[src/rtl/hdc_class_pkg.sv]
// Shared constants and types for the HDC class-hypervector store and its neighbours.
package hdc_class_pkg;

  localparam int unsigned DefNumClasses = 8;
  localparam int unsigned DefDim        = 192;
  localparam int unsigned DefFrameW     = 64;

  typedef enum logic [1:0] {
    WR_REPLACE = 2'b00,
    WR_OR      = 2'b01,
    WR_XOR     = 2'b10,
    WR_ANDN    = 2'b11
  } wr_mode_e;

  typedef logic [0:0] state_t;
  localparam state_t StIdle   = 1'b0;
  localparam state_t StStream = 1'b1;

  // Index width that stays at least one bit for single-entry dimensions.
  function automatic int unsigned idx_w(input int unsigned n);
    return (n > 1) ? $clog2(n) : 1;
  endfunction

endpackage

[src/rtl/class_hvec_mem_if.sv]
// Request, stream-out and frame-write signals of the class-hypervector store.
interface class_hvec_mem_if #(
  parameter int unsigned NUM_CLASSES = hdc_class_pkg::DefNumClasses,
  parameter int unsigned DIM         = hdc_class_pkg::DefDim,
  parameter int unsigned FRAME_W     = hdc_class_pkg::DefFrameW
);
  localparam int unsigned NUM_FRAMES = DIM / FRAME_W;
  localparam int unsigned CLS_W      = hdc_class_pkg::idx_w(NUM_CLASSES);
  localparam int unsigned FRM_W      = hdc_class_pkg::idx_w(NUM_FRAMES);

  logic               req_valid;
  logic               req_ready;
  logic [CLS_W-1:0]   req_class;
  logic               out_valid;
  logic               out_ready;
  logic [FRAME_W-1:0] out_data;
  logic [CLS_W-1:0]   out_class;
  logic [FRM_W-1:0]   out_frame;
  logic               out_last;
  logic               wr_en;
  logic [1:0]         wr_mode;
  logic [CLS_W-1:0]   wr_class;
  logic [FRM_W-1:0]   wr_frame;
  logic [FRAME_W-1:0] wr_data;
  logic               clr;
  logic               err;
  logic               busy;

  modport master (
    output req_valid, req_class, out_ready, wr_en, wr_mode, wr_class, wr_frame, wr_data, clr,
    input  req_ready, out_valid, out_data, out_class, out_frame, out_last, err, busy
  );

  modport slave (
    input  req_valid, req_class, out_ready, wr_en, wr_mode, wr_class, wr_frame, wr_data, clr,
    output req_ready, out_valid, out_data, out_class, out_frame, out_last, err, busy
  );

endinterface

[src/rtl/class_frame_update.sv]
// Combinational frame update f(old, data, mode), shared by the write and bypass paths.
module class_frame_update
  import hdc_class_pkg::*;
#(
  parameter int unsigned FRAME_W = DefFrameW
) (
  input  logic [FRAME_W-1:0] old_i,
  input  logic [FRAME_W-1:0] data_i,
  input  logic [1:0]         mode_i,
  output logic [FRAME_W-1:0] new_o
);

  always_comb begin
    new_o = data_i;
    unique case (wr_mode_e'(mode_i))
      WR_REPLACE: new_o = data_i;
      WR_OR:      new_o = old_i | data_i;
      WR_XOR:     new_o = old_i ^ data_i;
      WR_ANDN:    new_o = old_i & ~data_i;
      default:    new_o = data_i;
    endcase
  end

endmodule

[src/rtl/class_hvec_mem.sv]
// Writable class-hypervector store that streams one class frame-by-frame on request.
module class_hvec_mem
  import hdc_class_pkg::*;
#(
  parameter int unsigned NUM_CLASSES = DefNumClasses,
  parameter int unsigned DIM         = DefDim,
  parameter int unsigned FRAME_W     = DefFrameW
) (
  input logic             clk,
  input logic             rst,
  class_hvec_mem_if.slave bus_io
);

  localparam int unsigned NUM_FRAMES = DIM / FRAME_W;
  localparam int unsigned CLS_W      = idx_w(NUM_CLASSES);
  localparam int unsigned FRM_W      = idx_w(NUM_FRAMES);
  localparam logic [FRM_W-1:0] LastFrm = FRM_W'(NUM_FRAMES - 1);

  logic [FRAME_W-1:0] mem_q [NUM_CLASSES][NUM_FRAMES];

  state_t             state_q, state_d;
  logic [CLS_W-1:0]   cls_q, cls_d;
  logic [FRM_W-1:0]   frm_q, frm_d;
  logic [FRAME_W-1:0] data_q, data_d;
  logic               valid_q, valid_d;
  logic               last_q, last_d;
  logic               err_q, err_d;

  logic               req_in_range, wr_in_range;
  logic               wr_ok, bad_wr, bad_req, stream_done;
  logic [CLS_W-1:0]   wr_cls_idx;
  logic [FRM_W-1:0]   wr_frm_idx;
  logic [FRAME_W-1:0] wr_old, wr_new;
  logic               ld_en, ld_hit;
  logic [CLS_W-1:0]   ld_cls;
  logic [FRM_W-1:0]   ld_frm;
  logic [FRAME_W-1:0] ld_word;

  // ---------------------------------------------------------------------------
  // Write path
  // ---------------------------------------------------------------------------
  assign req_in_range = 32'(bus_io.req_class) < NUM_CLASSES;
  assign wr_in_range  = (32'(bus_io.wr_class) < NUM_CLASSES) &&
                        (32'(bus_io.wr_frame) < NUM_FRAMES);

  // clr owns the cycle: a simultaneous write is dropped silently.
  assign wr_ok  = bus_io.wr_en && !bus_io.clr && wr_in_range;
  assign bad_wr = bus_io.wr_en && !bus_io.clr && !wr_in_range;

  assign wr_cls_idx = wr_in_range ? bus_io.wr_class : '0;
  assign wr_frm_idx = wr_in_range ? bus_io.wr_frame : '0;
  assign wr_old     = mem_q[wr_cls_idx][wr_frm_idx];

  class_frame_update #(
    .FRAME_W (FRAME_W)
  ) u_update (
    .old_i  (wr_old),
    .data_i (bus_io.wr_data),
    .mode_i (bus_io.wr_mode),
    .new_o  (wr_new)
  );

  always_ff @(posedge clk or posedge rst) begin
    if (rst) begin
      for (int unsigned c = 0; c < NUM_CLASSES; c++) begin
        for (int unsigned f = 0; f < NUM_FRAMES; f++) begin
          mem_q[c][f] <= '0;
        end
      end
    end else if (bus_io.clr) begin
      for (int unsigned c = 0; c < NUM_CLASSES; c++) begin
        for (int unsigned f = 0; f < NUM_FRAMES; f++) begin
          mem_q[c][f] <= '0;
        end
      end
    end else if (wr_ok) begin
      mem_q[wr_cls_idx][wr_frm_idx] <= wr_new;
    end
  end

  // ---------------------------------------------------------------------------
  // Stream FSM
  // ---------------------------------------------------------------------------
  always_comb begin
    state_d     = state_q;
    ld_en       = 1'b0;
    ld_cls      = cls_q;
    ld_frm      = frm_q;
    bad_req     = 1'b0;
    stream_done = 1'b0;
    unique case (state_q)
      StIdle: begin
        if (bus_io.req_valid) begin
          if (req_in_range) begin
            ld_en   = 1'b1;
            ld_cls  = bus_io.req_class;
            ld_frm  = '0;
            state_d = StStream;
          end else begin
            bad_req = 1'b1;
          end
        end
      end
      StStream: begin
        if (bus_io.out_ready) begin
          if (last_q) begin
            state_d     = StIdle;
            stream_done = 1'b1;
          end else begin
            ld_en  = 1'b1;
            ld_frm = frm_q + FRM_W'(1);
          end
        end
      end
      default: state_d = StIdle;
    endcase
  end

  // Write-first bypass: a word updated or cleared this cycle is loaded post-update.
  assign ld_hit  = wr_ok && (wr_cls_idx == ld_cls) && (wr_frm_idx == ld_frm);
  assign ld_word = bus_io.clr ? '0 : (ld_hit ? wr_new : mem_q[ld_cls][ld_frm]);

  always_comb begin
    cls_d   = cls_q;
    frm_d   = frm_q;
    data_d  = data_q;
    valid_d = valid_q;
    last_d  = last_q;
    if (ld_en) begin
      cls_d   = ld_cls;
      frm_d   = ld_frm;
      data_d  = ld_word;
      valid_d = 1'b1;
      last_d  = (ld_frm == LastFrm);
    end else if (stream_done) begin
      valid_d = 1'b0;
      last_d  = 1'b0;
    end
  end

  assign err_d = bad_req | bad_wr;

  always_ff @(posedge clk or posedge rst) begin
    if (rst) begin
      state_q <= StIdle;
      cls_q   <= '0;
      frm_q   <= '0;
      data_q  <= '0;
      valid_q <= 1'b0;
      last_q  <= 1'b0;
      err_q   <= 1'b0;
    end else begin
      state_q <= state_d;
      cls_q   <= cls_d;
      frm_q   <= frm_d;
      data_q  <= data_d;
      valid_q <= valid_d;
      last_q  <= last_d;
      err_q   <= err_d;
    end
  end

  assign bus_io.req_ready = (state_q == StIdle);
  assign bus_io.busy      = (state_q == StStream);
  assign bus_io.out_valid = valid_q;
  assign bus_io.out_data  = data_q;
  assign bus_io.out_class = cls_q;
  assign bus_io.out_frame = frm_q;
  assign bus_io.out_last  = last_q;
  assign bus_io.err       = err_q;

endmodule

[src/flat_wrapper.sv]
// flat-port wrapper written by rule: the top's interface ports become plain ports
module class_hvec_mem_flat import hdc_class_pkg::*;
#(
  parameter int unsigned NUM_CLASSES = DefNumClasses,
  parameter int unsigned DIM         = DefDim,
  parameter int unsigned FRAME_W     = DefFrameW
)
  (clk, rst, bus_io_req_valid, bus_io_req_class, bus_io_out_ready, bus_io_wr_en, bus_io_wr_mode, bus_io_wr_class, bus_io_wr_frame, bus_io_wr_data, bus_io_clr, bus_io_req_ready, bus_io_out_valid, bus_io_out_data, bus_io_out_class, bus_io_out_frame, bus_io_out_last, bus_io_err, bus_io_busy);
  class_hvec_mem_if #(.NUM_CLASSES(NUM_CLASSES), .DIM(DIM), .FRAME_W(FRAME_W)) bus_io_i ();
  input logic clk;
  input logic rst;
  input wire logic [$bits(bus_io_i.req_valid)-1:0] bus_io_req_valid;
  input wire logic [$bits(bus_io_i.req_class)-1:0] bus_io_req_class;
  input wire logic [$bits(bus_io_i.out_ready)-1:0] bus_io_out_ready;
  input wire logic [$bits(bus_io_i.wr_en)-1:0] bus_io_wr_en;
  input wire logic [$bits(bus_io_i.wr_mode)-1:0] bus_io_wr_mode;
  input wire logic [$bits(bus_io_i.wr_class)-1:0] bus_io_wr_class;
  input wire logic [$bits(bus_io_i.wr_frame)-1:0] bus_io_wr_frame;
  input wire logic [$bits(bus_io_i.wr_data)-1:0] bus_io_wr_data;
  input wire logic [$bits(bus_io_i.clr)-1:0] bus_io_clr;
  output wire logic [$bits(bus_io_i.req_ready)-1:0] bus_io_req_ready;
  output wire logic [$bits(bus_io_i.out_valid)-1:0] bus_io_out_valid;
  output wire logic [$bits(bus_io_i.out_data)-1:0] bus_io_out_data;
  output wire logic [$bits(bus_io_i.out_class)-1:0] bus_io_out_class;
  output wire logic [$bits(bus_io_i.out_frame)-1:0] bus_io_out_frame;
  output wire logic [$bits(bus_io_i.out_last)-1:0] bus_io_out_last;
  output wire logic [$bits(bus_io_i.err)-1:0] bus_io_err;
  output wire logic [$bits(bus_io_i.busy)-1:0] bus_io_busy;
  assign bus_io_i.req_valid = bus_io_req_valid;
  assign bus_io_i.req_class = bus_io_req_class;
  assign bus_io_i.out_ready = bus_io_out_ready;
  assign bus_io_i.wr_en = bus_io_wr_en;
  assign bus_io_i.wr_mode = bus_io_wr_mode;
  assign bus_io_i.wr_class = bus_io_wr_class;
  assign bus_io_i.wr_frame = bus_io_wr_frame;
  assign bus_io_i.wr_data = bus_io_wr_data;
  assign bus_io_i.clr = bus_io_clr;
  assign bus_io_req_ready = bus_io_i.req_ready;
  assign bus_io_out_valid = bus_io_i.out_valid;
  assign bus_io_out_data = bus_io_i.out_data;
  assign bus_io_out_class = bus_io_i.out_class;
  assign bus_io_out_frame = bus_io_i.out_frame;
  assign bus_io_out_last = bus_io_i.out_last;
  assign bus_io_err = bus_io_i.err;
  assign bus_io_busy = bus_io_i.busy;
  class_hvec_mem #(.NUM_CLASSES(NUM_CLASSES), .DIM(DIM), .FRAME_W(FRAME_W)) u_core (.clk(clk), .rst(rst), .bus_io(bus_io_i));
endmodule
[config.mk]
export PLATFORM = sky130hd
export DESIGN_NAME = class_hvec_mem_flat
export DESIGN_NICKNAME = d
export VERILOG_FILES = /design/src/rtl/hdc_class_pkg.sv /design/src/rtl/class_hvec_mem_if.sv /design/src/rtl/class_frame_update.sv /design/src/rtl/class_hvec_mem.sv /design/src/flat_wrapper.sv
export SDC_FILE = /design/constraint.sdc
export NUM_CORES = 2
export LEC_CHECK = 0
export ABC_AREA = 1
export CAP_MARGIN = 10
export CORE_MARGIN = 1.5
export CORE_UTILIZATION = 38
export DETAILED_ROUTE_END_ITERATION = 8
export SETUP_SLACK_MARGIN = 0.5
export SLEW_MARGIN = 20
export SYNTH_ARGS = -nofsm -noshare
export SYNTH_HDL_FRONTEND = slang
export SYNTH_SLANG_ARGS = --single-unit
[constraint.sdc]
create_clock -name clk -period 68.5 [get_ports clk]
set_input_delay 10.275 -clock clk [delete_from_list [all_inputs] [get_ports clk]]
set_output_delay 10.275 -clock clk [all_outputs]
set_load 0.01 [all_outputs]
# After elaboration in Yosys (flattened, before gate mapping)
# Index checks and enable logic that the tools add are counted.
# totals
memories,0
elab_cells,108
mem_bits_rw,0
out_inout_bits,74
regBits,1609
romBits,0
latch_bits,0
input_bits,80
# classes
mux,42
add_sub_neg,1
eq_ne,6
reduce_logical,12
div_mod_pow,0
bitwise,9
shift,0
n_mul,0
order_cmp,7
# op_table
operator,n
two-way mux 1536 bit,2
bitwise mux 1536 bit,1
binary-select mux 192 bit (select 3 bit),2
two-way mux 192 bit,5
demux 192 bit (select 3 bit),1
two-way mux 64 bit,7
binary-select mux 64 bit (select 2 bit),2
one-hot mux 64 bit (4 select lines),1
demux 64 bit (select 2 bit),1
bitwise AND 64 bit,1
NOT 64 bit,1
OR 64 bit,1
XOR 64 bit,1
two-way mux 1 bit,10
two-way mux 3 bit,3
">= comparator 4 bit, second input constant",2
two-way mux 2 bit,4
NOT 3 -> 4 bit,2
logical AND 1 bit,7
"== test 2 bit, second input constant",3
">= comparator 3 bit, second input constant",2
NOT 2 -> 3 bit,2
"< comparator 4 x 1 -> 1 bit, second input constant",1
one-hot mux 1 bit (2 select lines),2
other kinds (11),13

# Depth between registers and ports, before layout
# depth
ltp_word,14
ltp_mapped,25
mapped_depth_nobuf,23

# Hierarchy
# Synthesis repeated with hierarchy kept, for this count alone.
# hier_totals
cells_unflattened,12133
hier_area_um2,90807.1
# modules_own_cells
mod,n_inst,seq_area_each_um2,area_each_um2,cells_each
class_hvec_mem,1,40263.6,86753.2,11450
class_frame_update,1,0.0,4053.9,683

# Worst setup path before layout
# Ideal clock, no wire load.
# synth_path
kind,input to register
start,input port bus_io_wr_frame[0]
end,register u_core.data_q[62] (netlist: u_core.bus_io.out_data[62])
setup_time_ns,0.117
path_buffers,2
cell_stages,21
arrival_ns,12.949
setup_slack_ns,55.435
required_time_ns,68.383
path_cell_list,ha_1 inv_2 nand2_2 nor2_1 nand2_2 inv_1 buf_2 clkbuf_1 nand2_1 nand4_1 nand2_1 ha_1 inv_1 nand2_1 o2111ai_1 nand2_1 clkinv_1 nor2_1 nor2_1 nand2_1 nand2_1
# synth_between
elab_chain_len,13
word_cells_on_any_way,22
classes_between,order compare: 1; eq/ne: 2; mux: 11; bitwise: 5; reduce/logical: 3
# synth_rtl
element,line_no,source
"start, declared",flat_wrapper.sv:18,input wire logic [$bits(bus_io_i.wr_frame)-1:0] bus_io_wr_frame;
< comparator 2 bit,class_hvec_mem.sv:44,(32'(bus_io.wr_frame) < NUM_FRAMES);
two-way mux 3 bit,class_hvec_mem.sv:50,assign wr_cls_idx = wr_in_range ? bus_io.wr_class : '0;
NOT 3 -> 4 bit (not written as such),class_hvec_mem.sv:52,assign wr_old = mem_q[wr_cls_idx][wr_frm_idx];
binary-select mux 192 bit (select 3 bit),class_hvec_mem.sv:52,
two-way mux 192 bit (not written as such) (2 in a row),class_hvec_mem.sv:52,
binary-select mux 64 bit (select 2 bit),class_hvec_mem.sv:52,
two-way mux 64 bit (not written as such) (2 in a row),class_hvec_mem.sv:52,
"bitwise AND 64 bit, or another cell as far along",class_frame_update.sv:19,WR_ANDN: new_o = old_i & ~data_i;
one-hot mux 64 bit (4 select lines),class_frame_update.sv:15,unique case (wr_mode_e'(mode_i))
two-way mux 64 bit * (2 in a row),class_hvec_mem.sv:121,assign ld_word = bus_io.clr ? '0 : (ld_hit ? wr_new : mem_q[ld_cls][ld_frm]);
"end signal, assigned",class_hvec_mem.sv:156,data_q <= data_d;
"end, declared",class_hvec_mem.sv:24,"logic [FRAME_W-1:0] data_q, data_d;"
# Every way passes the cells marked *; elsewhere a longest branch is shown, timed or not. The select of a mux whose other input is x is not followed.
# A chain may end at the register's enable or synchronous reset.

# Final worst setup path
# layout_path
start,input port bus_io_wr_frame[0]
end,register u_core.data_q[53] (netlist: u_core.bus_io.out_data[53])
# The elaborated chain is that of the path after synthesis.

==> results.json <==
{
  "outcome": "complete, no violations",
  "tns_ns": 0,
  "vdd_drop_max_uv": 54.5,
  "ys_warn_count": 0,
  "viasPerCell": 6.14,
  "grt_max_degree": 258,
  "vias": 97800,
  "cts_tree": "done",
  "clock_skew_ns": 0.0510,
  "whs_ns": 0.473,
  "grt_pass1_vias": 90000,
  "grt_setup_unrepaired": "no",
  "synth_fp_nets": 13400,
  "die_w_um": 502,
  "place_congestion": 0.850,
  "synth_top_area_cell": "dfrtp_1",
  "wl_per_cell_um": 26.9,
  "slew_headroom_pct": 8.71,
  "pin_count": 154,
  "yosysTopAreaCellShare_pct": 42.6,
  "hpwl_um": 210000,
  "initial_core_util_pct": 38.4,
  "clk_latency_ns": 0.88,
  "routed_wl_um": 428000,
  "antenna_left": 0,
  "grt_overflow": 0,
  "stdcell_count": 15900,
  "endpoint_kind": "flip-flop",
  "worstReg2RegStart": "u_core.bus_io.busy$_DFF_PP0_",
  "hold_buffers": 0,
  "synth_seq_cells": 1609,
  "root_buffer": "clkbuf_16",
  "port_buffers": 153,
  "synthFlopType": "dfrtp_1",
  "cp.required_ns": 69.32,
  "cts_num_sinks": 1609,
  "synth_area_leaders": "dfrtp_1 43%, nand3_1 11%, nand2_1 10%",
  "gr-usage-all-layers_pct": 33.2,
  "drc": 0,
  "async_flop_share_pct": 100,
  "cts_buffer_depth": 3,
  "firstDrtPassIters": 9,
  "synth_edf_count": 0,
  "hold_violations": 0,
  "drt_iter0_drc": 14800,
  "clk_pin_slew_ns": 0.06,
  "dp.cells": 15600,
  "p_per_area_nw_per_um2": 32.6,
  "drive_gt1_share_pct": 5.38,
  "die_h_um": 502,
  "synth_commonest_cells": "2582 x nand2_1, 2020 x nand3_1, 1725 x o21ai_0",
  "htreeDepth": 4,
  "hp-start": "u_core.bus_io.out_data[14]$_DFFE_PP0P_",
  "cts_setup_buffers": 0,
  "crit_start": "bus_io_wr_frame[0]",
  "rows": 182,
  "maxCapViolations": 0,
  "p_leak_uw": 0.0471,
  "yosys.cell_types.count": 37,
  "numCtsBuffers": 184,
  "synth_most_common_cell": "nand2_1",
  "worstSetupPathType": "input pin to flip-flop",
  "crit_fanout": 176,
  "grt_pass1_wl_um": 627000,
  "syn_avg_cell_area_sq_um": 7.18,
  "fmax_ghz": 0.0600,
  "setup_viol": 0,
  "dieArea_sq_um": 252000,
  "hold_path_class": "flip-flop to flip-flop",
  "syn_inst": 13200,
  "cts_resized": 0,
  "finalCritPeriodShare_pct": 24.3,
  "syn-cell-area_sq_um": 94600,
  "arrival_ns": 17.48,
  "core_area_sq_um": 247000,
  "start_kind": "input pin",
  "nNetsFinal": 12600,
  "yosysSeqAreaShare_pct": 42.6,
  "tightest_slew_ns": 1.37,
  "fillers": 25400,
  "area_delta_synth_final_pct": 9.32,
  "drv_slew": 0,
  "antenna_found_initial": 10,
  "fin_crit_ns": 16.66
}
sequential cells by signal, indices dropped and copies added (netlist names):
name                     cells
u_core.bus_io.busy           1
u_core.bus_io.err            1
u_core.bus_io.out_last       1
u_core.mem_q              1536
u_core.bus_io.out_frame      2
u_core.bus_io.out_class      3
u_core.bus_io.out_data      64
u_core.bus_io.out_valid      1
layout make-up:
type	instances	area [sq um]	share of cell area [%]
antenna	14	35.0	0.0339
clock inverter	76	1040	1.00
multi-input combinational	9341	45700	44.2
inverter	935	3570	3.45
timing repair buffer	356	3280	3.17
sequential	1609	40300	38.9
clock buffer	267	5410	5.23
tap	3312	4140	4.01
through the flow:
stage / util [%] / total power, uW / instance area (sq um) / setup slack (ns)
2_1_floorplan: - / 1790 / 94600 / 12.82
3_3_place_gp: 39.3 / 2270 / 96900 / 51.37
3_5_place_dp: 39.3 / 2270 / 96900 / 51.31
4_1_cts: 41.9 / 3330 / 103000 / 52.21
5_1_grt: 41.9 / 3480 / 103000 / 51.54
6_report: 41.9 / 3370 / 103000 / 51.84
power breakdown:
group / internal [uW] / total, uW / switching [uW]
logic: 319 / 1320 / 996
clock network: 622 / 1070 / 447
registers: 970 / 991 / 20.8
total: 1910 / 3370 / 1460
critical path, stage by stage:
cell and delay [ns]:
clkdlybuf4s50_1 0.55, ha_1 0.50, inv_2 0.19, nand2_4 0.12, buf_4 0.65, buf_12 0.83
buf_4 0.87, buf_4 0.83, nand2_1 0.11, nand3_1 0.11, o21ai_0 0.10, nor3_1 0.21
nand3_1 0.15, nand3_1 0.13, o21ai_0 0.11, ha_1 0.22, a21oi_1 0.14, a21oi_1 0.06
o31ai_1 0.10, nand2_1 0.61, inv_1 0.19, nor2_1 0.06, nor2_1 0.12, nand2_1 0.07
nand2_1 0.05
final timing paths:
kind	endpoint	slack, ns	depth (start not counted)
worst max-delay path	u_core.bus_io.out_data[53]$_DFFE_PP0P_	51.84	25
worst min-delay path	u_core.bus_io.out_data[14]$_DFFE_PP0P_	0.47	2
worst max register to register	u_core.bus_io.out_data[35]$_DFFE_PP0P_	63.32	13
worst min register to register	u_core.bus_io.out_data[14]$_DFFE_PP0P_	0.47	2
max in group asynchronous	u_core.mem_q[851]$_DFFE_PP0P_	53.59	8
min in group asynchronous	u_core.mem_q[1140]$_DFFE_PP0P_	10.01	2
cell families after synthesis:
family,count (synthesis),share of synthesized area [%]
AO/OA/AOI/OAI,3901,21.5
adder cells (fa/ha/maj),131,1.73
buffers and inverters,2235,9.61
flip-flops,1609,42.6
AND/OR/NAND/NOR,5309,24.6
metal layers:
metal	track usage [%]	wire length (um)	vias to the layer above
li1	-	-	43100
met1	43.9	166000	46500
met2	49.8	184000	6753
met3	7.46	50800	1347
met4	18.5	27000	10
met5	0	94	-
cell usage in the layout, fill, tap and decap left out, types with 47 or more instances in the layout:
master	instances
a21oi_1	1691
buf_4	187
clkbuf_16	185
clkbuf_8	47
clkdlybuf4s50_1	151
dfrtp_1	1609
ha_1	129
inv_1	916
nand2_1	2569
nand3_1	2016
nand4_1	120
nor2_1	388
nor3_1	54
o2111ai_1	68
o21ai_0	1724
o21ai_1	88
o22ai_1	222
or2_2	85
(Power assumes the default switching activity.)
